`src/rtl/lut_neuron_loader_pkg.sv`:
```
// Shared types and parameter helpers for the writable LUT neuron.
package lut_neuron_loader_pkg;

  typedef enum logic [1:0] {
    StEmpty,
    StLoad,
    StActive
  } state_e;

  // Number of table entries packed into one config word.
  function automatic int unsigned calc_epw(input int unsigned word_bits,
                                           input int unsigned out_bits);
    return word_bits / out_bits;
  endfunction

  // Number of config words needed to fill the whole table.
  function automatic int unsigned calc_nwords(input int unsigned in_bits,
                                              input int unsigned word_bits,
                                              input int unsigned out_bits);
    return (32'd1 << in_bits) / calc_epw(word_bits, out_bits);
  endfunction

  // Words must hold a whole number of entries, and the table must split into at
  // least two whole words so the word counter and entry select stay well formed.
  function automatic bit params_legal(input int unsigned in_bits,
                                      input int unsigned word_bits,
                                      input int unsigned out_bits);
    if (out_bits == 0 || word_bits < out_bits) return 1'b0;
    if ((word_bits % out_bits) != 0) return 1'b0;
    if (((32'd1 << in_bits) % calc_epw(word_bits, out_bits)) != 0) return 1'b0;
    return calc_nwords(in_bits, word_bits, out_bits) >= 2;
  endfunction

endpackage

```
`src/rtl/lut_table_ram.sv`:
```
// Truth-table storage: one write port, one registered read port, no reset on the array.
module lut_table_ram
  import lut_neuron_loader_pkg::*;
#(
  parameter int unsigned Nwords   = 64,
  parameter int unsigned WordBits = 8,
  localparam int unsigned AddrW   = $clog2(Nwords)
) (
  input  logic                clk_i,
  input  logic                we_i,
  input  logic [AddrW-1:0]    waddr_i,
  input  logic [WordBits-1:0] wdata_i,
  input  logic                re_i,
  input  logic [AddrW-1:0]    raddr_i,
  output logic [WordBits-1:0] rdata_o
);

  logic [WordBits-1:0] mem_q [Nwords];
  logic [WordBits-1:0] rdata_q;

  // Array write; contents survive reset and are only meaningful after a full load.
  always_ff @(posedge clk_i) begin
    if (we_i) begin
      mem_q[waddr_i] <= wdata_i;
    end
  end

  // Synchronous read, only updated when a lookup is actually being served.
  always_ff @(posedge clk_i) begin
    if (re_i) begin
      rdata_q <= mem_q[raddr_i];
    end
  end

  assign rdata_o = rdata_q;

endmodule

```
`src/rtl/lut_neuron_loader.sv`:
```
// Writable truth-table neuron: streams a table in over a valid/ready port, then serves
// single-cycle-latency registered lookups from it.
module lut_neuron_loader
  import lut_neuron_loader_pkg::*;
#(
  parameter int unsigned InBits   = 8,
  parameter int unsigned OutBits  = 2,
  parameter int unsigned WordBits = 8
) (
  input  logic                clk_i,
  input  logic                rst_i,
  input  logic                cfg_start_i,
  input  logic                cfg_valid_i,
  input  logic [WordBits-1:0] cfg_data_i,
  output logic                cfg_ready_o,
  output logic                cfg_done_o,
  input  logic                m0_valid_i,
  input  logic [InBits-1:0]   m0_i,
  output logic                m1_valid_o,
  output logic [OutBits-1:0]  m1_o
);

  localparam int unsigned Epw    = calc_epw(WordBits, OutBits);
  localparam int unsigned Nwords = calc_nwords(InBits, WordBits, OutBits);
  localparam int unsigned AddrW  = $clog2(Nwords);
  localparam int unsigned SelW   = (Epw > 1) ? $clog2(Epw) : 1;

  if (!params_legal(InBits, WordBits, OutBits)) begin : g_bad_params
    $error("lut_neuron_loader: WordBits/OutBits/InBits combination is not legal");
  end

  state_e             state_q, state_d;
  logic [AddrW-1:0]   cnt_q, cnt_d;
  logic               wr_en;
  logic               rd_en;
  logic [AddrW-1:0]   rd_addr;
  logic [WordBits-1:0] rd_word;
  logic               valid_q;
  logic [SelW-1:0]    sel_q;

  // State and word counter registers.
  always_ff @(posedge clk_i) begin
    if (rst_i) begin
      state_q <= StEmpty;
      cnt_q   <= '0;
    end else begin
      state_q <= state_d;
      cnt_q   <= cnt_d;
    end
  end

  // Load sequencing: cfg_start always wins and restarts from word 0.
  always_comb begin
    state_d = state_q;
    cnt_d   = cnt_q;
    wr_en   = 1'b0;
    unique case (state_q)
      StEmpty: begin
        if (cfg_start_i) begin
          state_d = StLoad;
          cnt_d   = '0;
        end
      end
      StLoad: begin
        if (cfg_start_i) begin
          cnt_d = '0;
        end else if (cfg_valid_i) begin
          wr_en = 1'b1;
          if (cnt_q == AddrW'(Nwords - 1)) begin
            state_d = StActive;
            cnt_d   = '0;
          end else begin
            cnt_d = cnt_q + 1'b1;
          end
        end
      end
      StActive: begin
        if (cfg_start_i) begin
          state_d = StLoad;
          cnt_d   = '0;
        end
      end
      default: begin
        state_d = StEmpty;
        cnt_d   = '0;
      end
    endcase
  end

  assign cfg_ready_o = (state_q == StLoad);
  assign cfg_done_o  = (state_q == StActive);

  // Lookups are only served from a completely loaded table.
  assign rd_en   = m0_valid_i && (state_q == StActive);
  assign rd_addr = AddrW'(m0_i / Epw);

  // Lookup pipeline: valid flag and entry-within-word select travel with the read.
  always_ff @(posedge clk_i) begin
    if (rst_i) begin
      valid_q <= 1'b0;
      sel_q   <= '0;
    end else begin
      valid_q <= rd_en;
      if (rd_en) begin
        sel_q <= SelW'(m0_i % Epw);
      end
    end
  end

  lut_table_ram #(
    .Nwords   (Nwords),
    .WordBits (WordBits)
  ) u_table (
    .clk_i   (clk_i),
    .we_i    (wr_en),
    .waddr_i (cnt_q),
    .wdata_i (cfg_data_i),
    .re_i    (rd_en),
    .raddr_i (rd_addr),
    .rdata_o (rd_word)
  );

  // Result is forced to zero whenever no valid lookup is being returned.
  always_comb begin
    m1_valid_o = valid_q;
    m1_o       = '0;
    if (valid_q) begin
      m1_o = rd_word[int'(sel_q) * OutBits +: OutBits];
    end
  end

endmodule
```
`config.mk`:
```
export PLATFORM = sky130hd
export DESIGN_NAME = lut_neuron_loader
export DESIGN_NICKNAME = d
export VERILOG_FILES = /design/src/rtl/lut_neuron_loader_pkg.sv /design/src/rtl/lut_table_ram.sv /design/src/rtl/lut_neuron_loader.sv
export SDC_FILE = /design/constraint.sdc
export NUM_CORES = 1
export LEC_CHECK = 0
export CORE_MARGIN = 1
export CORE_UTILIZATION = 40
export DETAILED_ROUTE_END_ITERATION = 6
export GPL_TIMING_DRIVEN = 0
export PLACE_DENSITY = 0.62
export SYNTH_ARGS = -nofsm -noshare
export SYNTH_HDL_FRONTEND = slang
export SYNTH_SLANG_ARGS = --single-unit
```
`constraint.sdc`:
```
create_clock -name clk_i -period 3.25 [get_ports clk_i]
set_input_delay 0.65 -clock clk_i [delete_from_list [all_inputs] [get_ports clk_i]]
set_output_delay 0.65 -clock clk_i [all_outputs]
set_load 0.03 [all_outputs]
```
* Word level (Yosys, flattened, before mapping)
Memories as Yosys holds them, arrays and structs flattened. A register that Yosys moved wholly into a read port is not among the register bits.
Cells that the tools add are included.
** Storage, ports and cells
- Bits in registers :: 11
- Bits in writable memories :: 512
- Input port bits :: 21
- Output and inout bits :: 5
- Memories kept :: 1
** Cells by class
- $add $sub $neg :: 1
- Equality and inequality tests :: 8
- Shift-type cells :: 1
- Multiplexer cells :: 16
- Reductions and logical operators :: 5
** Memories
- u_table.mem_q :: depth 64, bits a word 8, read ports 1, clocked after Yosys merged registers in 1, wr ports 1, RTL line lut_table_ram.sv:18 : logic [WordBits-1:0] mem_q [Nwords];
** Operator list (number)
- $mux W6 :: 4
- $pmux W6 S2 :: 1
- $mux W2 :: 5
- $shiftx A8 B4 Y2 :: 1
- $add A6 B1 Y6 const B :: 1
- $eq A6 B6 Y1 const B :: 1
- $mux W1 :: 5
- $ne A2 B1 Y1 const B :: 2
- $ne A2 B2 Y1 const B :: 2
- $pmux W2 S2 :: 1
- $reduce_and A4 Y1 :: 1
- $ne A3 B3 Y1 const B :: 1
- $eq A2 B1 Y1 const B :: 1
- $eq A2 B2 Y1 const B :: 1
- $logic_not A2 Y1 :: 1
- $reduce_and A2 Y1 :: 1
- $reduce_or A2 Y1 :: 1
- $logic_and A1 B1 Y1 :: 1

* Depth between registers and ports, before layout
- Depth in word-level cells :: 5
- Mapped depth :: 8

* Hierarchy
Synthesis repeated with hierarchy kept, for this count alone.
** Unflattened totals
- Cells, all modules :: 1006
- Area, all modules :: 20847.5 µm²
** By module, submodules not included
- lut_table_ram :: times used 1, cells an instance 940, area an instance 20246.9 µm², seq. area each 15615.0 µm²
- lut_neuron_loader :: times used 1, cells an instance 66, area an instance 600.6 µm², seq. area each 220.2 µm²

* Least setup slack after synthesis
No wires, ideal clock.
- Kind :: reg2reg
- Start :: register state_q[0]
- End :: memory u_table.mem_q[63][0] (enable)
- Arrival time :: 2.094 ns
- Required time :: 2.879 ns
- Setup slack :: 0.786 ns
- Stages on the path, launching flop included :: 6
- Buffers on the path :: 0
- Cells stage by stage :: dfxtp_1 > nor2b_1 > nand2_1 > nor3b_1 > nand3_1 > nor2_1
** Between the ends
- Cells in the longest elaborated chain, start to end :: 4
** RTL lines
- start, declared :: RTL line lut_neuron_loader.sv:32 : state_e state_q, state_d;
- start signal, assigned :: RTL line lut_neuron_loader.sv:44 : state_q <= StEmpty;
- start signal, assigned :: RTL line lut_neuron_loader.sv:47 : state_q <= state_d;
- $eq A2 B1 Y1
- net cfg_ready_o :: RTL line lut_neuron_loader.sv:15 : output logic cfg_ready_o,
- $mux W1 :: RTL line lut_neuron_loader.sv:57 : unique case (state_q)
- $mux W1 :: RTL line lut_table_ram.sv:23 : if (we_i) begin
- $mux W1 (not written as such) :: RTL line lut_table_ram.sv:24 : mem_q[waddr_i] <= wdata_i;
- end, declared :: RTL line lut_table_ram.sv:18
The timed path passes the listed nets, and every way through them passes these cells.

* Final worst setup path
- Start :: register state_q[0]
- End :: memory u_table.mem_q[47][5] (enable)
** Between the ends
- Cells in the longest elaborated chain, start to end :: 4
** RTL lines (RTL line)
- $eq A2 B1 Y1 :: lut_neuron_loader.sv:57
- $mux W1 :: lut_neuron_loader.sv:57
- $mux W1 :: lut_table_ram.sv:23
- $mux W1 (not written as such) :: lut_table_ram.sv:24
No other way between the ends.

==> metrics.csv <==
metric;value;unit
Clock Tree Buf Depth;3;
post-route insts no fill;1769;
headroom to the max-slew limit;36.9;%
synth cell count leaders;edfxtp_1 (520), mux4_2 (112), nor2_1 (83), mux2_2 (29);
area delta synth->final;13.6;%
status;finished, final reports clean;
synthesized area;20900;um^2
row cnt;83;
r2r startpoint;state_q[0];
critical path required time;3450;ps
Ant. Diodes;0;
simple-gate share of the synthesized area;3.06;%
die height;231;um
core area;51500;um^2
Layout Skew;26.4;ps
Net Switching;2.89;mW
Worst setup startpoint;state_q[0];
crit path DAT;3410;ps
mux contribution to synthesized area;16.6;%
largest family of logic cells by synthesized area;multiplexers;
grt total ovfl;0;
die width;231;um
# nets final;1074;
top-count cell post-synth;edfxtp_1;
Initial DRC Count;852;
Power Density;593;nW/um^2
Slew @ Worst Pin;943;ps
asr flop ratio synth;0;%
pre-CTS setup slack;-436;ps
largest net degree at the start of global routing;64;
final WL;47.0;mm
Yosys reg bits;531;
TritonCTS clock tree;done;
Max Slew Vio Count;0;
number of global-route vias before repair;9976;
max cap viols;0;
RSZ-0062 raised after global routing;yes;
WL per Instance;26.5;um
antenna viol nets, final;0;
sw frac;20.5;%
Initial Util;40.6;%
P_leak;7.37;nW
# setup viols final;0;
total internal power;11.2;mW
Hold Vio Cnt, Final;0;
Synth cell types;54;
Yosys top cell by area;edfxtp_1;
startpoint of the worst hold path;cfg_data_i[3];
number of flops mapped to enable cells by yosys;520;
GR Util All Layers;18.1;%
Yosys warnings;0;
IO buf count;21;
Worst-Skew Late Latency;600;ps
compound-cell area share of the yosys netlist;2.29;%
min cycle time layout;3210;ps
layout cells sized above 1;24.6;%
Synth Flop Type;edfxtp_1;
Comb power frac;4.9;%
dpl cells;1676;
vias per cell;5.55;
placer congestion estimate;0.876;
wire length of the first global-routing pass;68.8;mm
io pins;26;
HP Class;in -> reg;
Max VDD drop;444;uV
clock share of power;41.7;%
Pwr Total;14.1;mW
DIE AREA;53200;um^2
Fin Hold WS;303;ps
Peak Freq;312;MHz
Clock Sinks;531;
type of destination of the critical path;flop;
Reg clk slew, reported paths;60;ps
Worst Setup Start Kind;flop;
kind of critical path;reg -> reg;
Syn Area/Cell;21.6;um^2
post-synth top area share;74.7;%
Seq/Total Area, Yosys;75.8;%
DRC;0;
Seq pwr share;53.4;%
Synth Area in XOR/XNOR;0.210;%
H-tree Lvls;2;
final setup margin;44.5;ps
via count;9826;
Post-Synth Adder-Cell Area;0.0599;%
initial antenna violation count;0;
DP Wirelength;31.2;mm
post-synth net total;989;
Root Driver;clkbuf_16;
part of the cycle the worst path needs;98.6;%
crit-path max FO;8;
drt pass-1 iters;5;
Hold Buf Count CTS;0;
number of CTS-inserted buffers;54;
Syn Inst Count;967;
top post-synthesis cells by area;edfxtp_1 (75%), mux4_2 (12%), mux4_1 (2.3%);
Post-Route Setup TNS;0;ps
critical path, stage by stage (launching register included):
cell and delay [ps]:
dfxtp_1 400, nor2b_1 240, nand2_1 100, nor3b_1 510, nand3_1 660, nor2_1 900
layout make-up:
cell class / count / area [um^2]
multi-input combinational: 386 / 4650
timing repair buffer: 29 / 338
tap: 680 / 851
fill: 4319 / 27800
clock buffer: 68 / 1430
buffer: 49 / 419
sequential: 531 / 15800
inverter: 1 / 3.75
clock inverter: 25 / 218
power by group through the flow:
stage / combinational [mW] / sequential, mW / clock (mW)
6_report: 0.683 / 7.52 / 5.88
5_1_grt: 0.722 / 7.52 / 6.22
4_1_cts: 0.688 / 7.52 / 5.97
3_5_place_dp: 0.686 / 7.67 / 0
3_3_place_gp: 0.657 / 7.68 / 0
2_1_floorplan: 0.373 / 7.67 / 0
state kept, by name, indices dropped and copies added (netlist names):
signal,cells
m1_valid_o,1
u_table.rdata_o,8
u_table.mem_q,512
sel_q,2
state_q,2
cnt_q,6
kinds of logic after synthesis:
group / count (synthesis)
AOI/OAI and AO/OA: 64
muxes: 173
DFF: 531
adders and majority gates: 1
xor gates and xnor gates: 5
buffers and inverters: 50
and+or+nand+nor: 143
cells in the final DEF (no fill, tap or decap), drive strengths merged, types with 11 or more instances in the layout:
master,instances
edfxtp,520
mux4,130
nor2,83
clkbuf,79
buf,52
mux2,29
nand2,22
o22ai,22
clkinv,19
mux2i,14
clkdlybuf4s50,13
dfxtp,11
routing by layer:
layer  GRT usage (%)  share of wire, %  vias to the layer above
met1            25.6                43                     5178
met5               0                 0                        -
met3            4.16               7.5                       68
met4            5.24               2.4                        0
li1                -                 -                     4238
met2            28.1                47                      342
stage by stage:
step                      util, %  instance area (um^2)
final                        46.1                 23700
after global routing         46.1                 23700
after CTS                    46.1                 23700
after detailed placement     42.9                 22100
after global placement       42.6                 22000
after floorplan                 -                 20900
final timing paths:
check	end	slack (ps)	cells after the start
setup / recovery	u_table.mem_q[47][5]	40	5
hold / removal	u_table.mem_q[2][3]	300	1
setup reg to reg	u_table.mem_q[47][5]	40	5
hold reg to reg	sel_q[1]	500	2
repair_timing:
action | 4_1_cts | 5_1_grt
resized for setup | 0 | 2
hold endpoints to repair | 0 | 0
setup buffers | 0 | 0
endpoints found under the setup margin | 0 | 60
(Power assumes the default switching activity.)
